===== config.mk =====
export PLATFORM = sky130hd
export DESIGN_NAME = mem_wb_skid
export DESIGN_NICKNAME = d
export VERILOG_FILES = /design/src/rtl/mem_wb_skid.sv
export SDC_FILE = /design/constraint.sdc
export NUM_CORES = 1
export LEC_CHECK = 0
export BUFFER_PORTS_ARGS = -buffer_cell sky130_fd_sc_hd__buf_2
export CORE_MARGIN = 3
export CORE_UTILIZATION = 53
export DETAILED_ROUTE_END_ITERATION = 6
export GPL_ROUTABILITY_DRIVEN = 1
export PLACE_DENSITY = 0.8
export SETUP_SLACK_MARGIN = 0.1
export SLEW_MARGIN = 25
export SYNTH_ARGS = -nofsm -noshare
export SYNTH_HDL_FRONTEND = slang
export SYNTH_SLANG_ARGS = --single-unit

===== constraint.sdc =====
create_clock -name clk_i -period 2.6 [get_ports clk_i]
set_input_delay 0.78 -clock clk_i [delete_from_list [all_inputs] [get_ports clk_i]]
set_output_delay 0.78 -clock clk_i [all_outputs]
set_load 0.1 [all_outputs]

===== src/rtl/mem_wb_skid.sv =====
// Elastic MEM/WB pipeline stage: a 2-entry skid buffer carries the memory-stage
// result bundle to writeback, with flush, writeback-data select and a retire counter.
module mem_wb_skid #(
  parameter int DATA_W = 32,
  parameter int RD_W   = 5,
  parameter int CNT_W  = 32
) (
  input  logic              clk_i,
  input  logic              rst_i,
  // upstream side
  input  logic              valid_i,
  output logic              ready_o,
  input  logic              RegWrite_i,
  input  logic              MemToReg_i,
  input  logic [DATA_W-1:0] ALUresult_i,
  input  logic [DATA_W-1:0] Readdata_i,
  input  logic [RD_W-1:0]   INS_11_7_i,
  input  logic              flush_i,
  // downstream side
  output logic              valid_o,
  input  logic              ready_i,
  output logic              RegWrite_o,
  output logic              MemToReg_o,
  output logic [DATA_W-1:0] ALUresult_o,
  output logic [DATA_W-1:0] Readdata_o,
  output logic [RD_W-1:0]   INS_11_7_o,
  output logic [DATA_W-1:0] WBdata_o,
  output logic              RegWriteEn_o,
  output logic [CNT_W-1:0]  retired_o,
  // debug view of the buffer state (0 empty, 1 one entry, 2 full)
  output logic [1:0]        dbg_state_o
);

  // Handshake: a bundle moves across an interface on every rising edge where
  // valid and ready are both high; a producer holding valid keeps its payload
  // stable until that edge, and ready never depends combinationally on the
  // downstream ready_i (it comes from registered state and rst_i only).

  typedef enum logic [1:0] {
    S_EMPTY = 2'd0,
    S_ONE   = 2'd1,
    S_FULL  = 2'd2
  } state_t;

  typedef struct packed {
    logic              reg_write;
    logic              mem_to_reg;
    logic [DATA_W-1:0] alu_result;
    logic [DATA_W-1:0] read_data;
    logic [RD_W-1:0]   rd;
  } bundle_t;

  state_t           state;
  bundle_t          main_q;
  bundle_t          skid_q;
  bundle_t          in_b;
  logic             main_valid;
  logic             skid_valid;
  logic             accept;
  logic             transfer;
  logic [CNT_W-1:0] retired_q;

  assign in_b = '{
    reg_write:  RegWrite_i,
    mem_to_reg: MemToReg_i,
    alu_result: ALUresult_i,
    read_data:  Readdata_i,
    rd:         INS_11_7_i
  };

  assign main_valid = (state != S_EMPTY);
  assign skid_valid = (state == S_FULL);

  assign ready_o  = !skid_valid && !rst_i;
  assign accept   = valid_i && ready_o;
  assign transfer = main_valid && ready_i;

  always_ff @(posedge clk_i) begin
    if (rst_i) begin
      state     <= S_EMPTY;
      main_q    <= '0;
      skid_q    <= '0;
      retired_q <= '0;
    end else begin
      // A transfer in a flush cycle was already sampled downstream, so it retires.
      if (transfer) begin
        retired_q <= retired_q + 1'b1;
      end
      if (flush_i) begin
        state <= S_EMPTY;
      end else begin
        unique case (state)
          S_EMPTY: begin
            if (accept) begin
              main_q <= in_b;
              state  <= S_ONE;
            end
          end
          S_ONE: begin
            if (accept && transfer) begin
              main_q <= in_b;
            end else if (accept) begin
              skid_q <= in_b;
              state  <= S_FULL;
            end else if (transfer) begin
              state <= S_EMPTY;
            end
          end
          S_FULL: begin
            if (transfer) begin
              main_q <= skid_q;
              state  <= S_ONE;
            end
          end
          default: state <= S_EMPTY;
        endcase
      end
    end
  end

  assign valid_o     = main_valid;
  assign RegWrite_o  = main_q.reg_write;
  assign MemToReg_o  = main_q.mem_to_reg;
  assign ALUresult_o = main_q.alu_result;
  assign Readdata_o  = main_q.read_data;
  assign INS_11_7_o  = main_q.rd;
  assign retired_o   = retired_q;
  assign dbg_state_o = state;

  assign WBdata_o     = main_q.mem_to_reg ? main_q.read_data : main_q.alu_result;
  // x0 is hardwired zero, so writes to it are suppressed here.
  assign RegWriteEn_o = main_valid && main_q.reg_write && (main_q.rd != '0);

endmodule

After elaboration in Yosys (flattened, before gate mapping)
Cells that the tools add are included.
{ "totals": {"ff_bits": 176, "in_bits": 76, "output_inout_bits": 140} }
{ "classes": {"add_sub_neg": 1, "eq_ne": 7, "n_mux": 11, "bitwise_logic": 2, "n_reduce_logical": 16} }
{ "ops": {"columns": ["cell", "n"], "rows": [
  ["$mux W71", 3],
  ["$pmux W71 S3", 1],
  ["$add A32 B1 Y32 const B", 1],
  ["$mux W32", 1],
  ["$mux W2", 5],
  ["$reduce_and A4 Y1", 2],
  ["$logic_and A1 B1 Y1", 6],
  ["$ne A2 B2 Y1 const B", 3],
  ["$pmux W2 S3", 1],
  ["$reduce_and A5 Y1", 1],
  ["$reduce_bool A5 Y1", 1],
  ["$ne A3 B3 Y1 const B", 1],
  ["$reduce_bool A3 Y1", 1],
  ["$eq A2 B1 Y1 const B", 1],
  ["$eq A2 B2 Y1 const B", 1],
  ["$logic_not A1 Y1", 2],
  ["$logic_not A2 Y1", 1],
  ["$ne A2 B1 Y1 const B", 1],
  ["$not A1 Y1", 2],
  ["$reduce_bool A2 Y1", 1],
  ["$reduce_or A2 Y1", 1]
]} }

Longest topological paths before layout
{ "depth": {"ltp_word": 7, "depth_mapped": 9} }

Worst setup path after synthesis
No wires, ideal clock.
{ "synth_timing": {"kind": "register to output", "startpoint": "reg state[0], in the netlist dbg_state_o[0]", "endpoint": "out ready_o", "arrival_ps": 3179, "slack_ps": -1359, "stages_incl_launch_ff": 6, "n_path_buf": 2, "cell_sequence": "dfxtp_1 > inv_1 > ha_1 > buf_2 > buf_1 > nor2_1"} }
{ "synth_via": {"elab_chain_len": 3} }
{ "synth_rtl": {"columns": ["element", "line", "source"], "rows": [
  ["start, declared", "53", "state_t state;"],
  ["start signal, assigned", "80", "state <= S_EMPTY;"],
  ["start signal, assigned", "90", "state <= S_EMPTY;"],
  ["start signal, assigned", "96", "state <= S_ONE;"],
  ["$eq A2 B2 Y1", "72", "assign skid_valid = (state == S_FULL);"],
  ["$logic_not A1 Y1", "74", "assign ready_o = !skid_valid && !rst_i;"],
  ["$logic_and A1 B1 Y1", "74", null],
  ["end, declared", "12", "output logic ready_o,"]
]} }
No other way between the ends.

Worst setup path in the final report
{ "layout_timing": {"startpoint": "reg main_q, in the netlist INS_11_7_o[4]", "endpoint": "out RegWriteEn_o"} }
{ "layout_via": {"elab_chain_len": 2} }
{ "layout_rtl": {"columns": ["element", "line", "source"], "rows": [
  ["start, declared", "54", "bundle_t main_q;"],
  ["start signal, assigned", "95", "main_q <= in_b;"],
  ["start signal, assigned", "101", "main_q <= in_b;"],
  ["start signal, assigned", "111", "main_q <= skid_q;"],
  ["$reduce_bool A5 Y1", "132", "assign RegWriteEn_o = main_valid && main_q.reg_write && (main_q.rd != '0);"],
  ["$logic_and A1 B1 Y1", "132", null],
  ["end, declared", "28", "output logic RegWriteEn_o,"]
]} }
No other way between the ends.

==> out/results.tsv <==
stage	metric	value	unit
grt	total gr overflow	0	
power_and_ir_drop	pwr dens	737	nW/µm²
logic_synthesis	Syn Area/Cell	9.12	µm²
floorplanning	io pins	216	
clock_network	total CTS buffers	17	
detailed_routing	Routed WL per cell	18.2	µm
timing	final hold vios	0	
timing	final period utilization	0.933	
clock_network	hold_buf cts	0	
grt	Total Routing Usage GR	0.271	
logic_synthesis	Primary FF master, synth	dfxtp_1	
clock_network	Worst-Skew Late Latency	0.42	ns
timing	final setup fails	0	
run_status	status	complete, no violations	
setup_path	kind of critical path	flop to primary output	
grt	initial antenna violation count	3	
timing	TNS Setup	0	ns
layout	layout cells sized above 1	0.297	
worst_hold_path	hold crit path type	flop to flop	
layout	area of the multi-input gates	4120	µm²
floorplanning	core area	14600	µm²
logic_synthesis	Cell Area, Synth	7990	µm²
logic_synthesis	Net Count, Synth	957	
run	max_cap viols	0	
detailed_routing	Final Routed Wirelength	22.6	mm
grt	first-pass GRT wire length	36.3	mm
clock_network	CTS tree	built	
logic_synthesis	yosys warns	0	
timing	count of final max-slew check failures	0	
clock_network	Root Buffer	clkbuf_16	
placed_design	detailed placement HPWL	14.6	mm
setup_path	worst-case reg-to-reg path depth	4	
layout	post-layout util	0.675	
clock_network	H-Tree Depth	4	
layout	final net count	1128	
detailed_routing	First-pass DRT Iterations	5	
logic_synthesis	#FFs+latches synth	176	
logic_synthesis	Synth async-reset ratio	0	
clock_network	Clock Sinks	176	
clock_network	clock-pin slew on the worst setup and hold paths	0.06	ns
logic_synthesis	synth unique cells	37	
setup_path	Worst setup EP type	primary output	
timing	WHS	0.454	ns
timing	Rel. slew slack	0.316	
timing	minimum clock period	2.42	ns
logic_synthesis	Post-synth EDFFs	0	
timing	fmax	412	MHz
timing	slew at the pin with the worst max-slew slack	1.03	ns
layout	most frequent cells in the layout	213 x buf_2, 173 x dfxtp_1, 155 x nand2_1	
floorplanning	Rows	44	
placed_design	gp weighted congestion	0.845	
floorplanning	Initial Utilization	0.546	
power_and_ir_drop	Peak VDD IR	0.495	mV
grt	vias in the first global route	6887	
logic_synthesis	register area share after synthesis	0.441	
floorplanning	die width	129	µm
clock_network	Clock Path Buffers	2	
setup_path	maximum net fanout on the critical path	3	
layout	Layout area overhead	23.6	%
placed_design	number of port buffers	215	
layout	fillers	1199	
setup_path	WP data arrival	1.64	ns
logic_synthesis	Syn Inst Count	876	
layout	commonest non-fill, non-tap cell in the layout	buf_2	
detailed_routing	via count	7423	
detailed_routing	vias per cell	5.96	
setup_path	crit path launch type	flop	
grt	largest net degree at the start of global routing	98	
power_and_ir_drop	P_leak	3.72	nW
detailed_routing	Detail Route Antenna Nets	0	
floorplanning	die footprint	16600	µm²
timing	RSZ-0062 raised after global routing	no	
floorplanning	Vert. Die Dim	129	µm
detailed_routing	Residual DRC	0	
detailed_routing	initial DRC count	778	
layout	register area	3530	µm²
worst_hold_path	Hold Path Stages	2	
setup_path	Worst Path Required	1.82	ns
timing	clock skew	0.0131	ns
==> cells in the mapped netlist (2+ instances only) <==
cell type | n | area, µm²
a211oi_1 | 142 | 1070
a21oi_1 | 92 | 460
and4_1 | 5 | 43.8
and4b_1 | 2 | 20.0
buf_1 | 2 | 7.51
buf_2 | 25 | 125
buf_6 | 7 | 78.8
clkbuf_1 | 50 | 188
dfxtp_1 | 176 | 3520
ha_1 | 5 | 62.6
inv_1 | 6 | 22.5
mux2_2 | 32 | 360
mux2i_1 | 75 | 751
nand2_1 | 155 | 582
nand3_1 | 8 | 40.0
nand4_1 | 9 | 56.3
nand4b_1 | 2 | 17.5
nor2_1 | 14 | 52.6
nor2b_1 | 2 | 12.5
o21ai_0 | 5 | 25.0
o31ai_1 | 18 | 135
or3_1 | 4 | 25.0
or4_1 | 18 | 135
xor2_1 | 9 | 78.8
==> state kept, by name, summed over array words and instances (netlist names) <==
signal       flops
ALUresult_o     32
INS_11_7_o       5
MemToReg_o       1
Readdata_o      32
RegWrite_o       1
dbg_state_o      2
retired_o       32
skid_q          71
==> cell type report <==
cell class	instances	area share
clock inverter	12	0.0180
clock buffer	20	0.0462
tap	184	0.0233
sequential	176	0.358
multi-input combinational	610	0.417
timing repair buffer	236	0.134
antenna	1	0.000253
inverter	6	0.00266
==> through the flow <==
| step | worst slack, ns | cell area (µm²) | power, mW | cells |
|---|---|---|---|---|
| 2_1_floorplan | 0.0331 | 8040 | 4.26 | 876 |
| 3_3_place_gp | 0.280 | 9190 | 4.57 | 1210 |
| 3_5_place_dp | 0.266 | 9190 | 4.58 | 1210 |
| 4_1_cts | 0.0360 | 9860 | 7.31 | 1244 |
| 5_1_grt | 0.128 | 9880 | 7.52 | 1245 |
| 6_report | 0.175 | 9880 | 7.29 | 1245 |
==> worst max-delay path, cell delays in order (launching register included) <==
cell,delay [ns]
dfxtp_1,0.34
or3_1,0.38
o311a_4,0.32
buf_6,0.19
==> per-layer routing <==
| layer | up-vias | share of wire | GRT usage |
|---|---|---|---|
| met1 | 3547 | 0.44 | 0.373 |
| met5 | - | 0.0015 | 0 |
| met4 | 4 | 0.020 | 0.0883 |
| li1 | 3567 | - | - |
| met3 | 28 | 0.067 | 0.0627 |
| met2 | 277 | 0.47 | 0.424 |
==> repair_timing <==
| item | 4_1_cts | 5_1_grt |
|---|---|---|
| buffers inserted | 2 | 0 |
| resized for setup | 1 | 2 |
| endpoints found under the setup margin | 33 | 2 |
| pin swaps | 0 | 0 |
==> report_power, final <==
part	internal (mW)	switching [mW]	leakage, nW
Combinational	0.326	1.33	1.98
Clock	1.67	1.08	0.307
Sequential	2.79	0.0983	1.43
==> final timing paths <==
kind / end / slack [ns] / from
worst max-delay path: RegWriteEn_o / 0.18 / INS_11_7_o[4]
worst min-delay path: skid_q[28] / 0.45 / skid_q[28]
worst max register to register: retired_o[29] / 0.45 / retired_o[12]
worst min register to register: skid_q[28] / 0.45 / skid_q[28]
==> kinds of logic after synthesis <==
logic type                 count (synthesis)  share of synthesized area
DFF                                      176                      0.441
xor gates and xnor gates                  10                     0.0110
muxes                                    107                      0.139
buffers and inverters                     90                     0.0528
adders and majority gates                  5                    0.00783
and+or+nand+nor                          226                      0.132
AOI/OAI and AO/OA                        262                      0.216
Power figures use the tool's default switching activity.
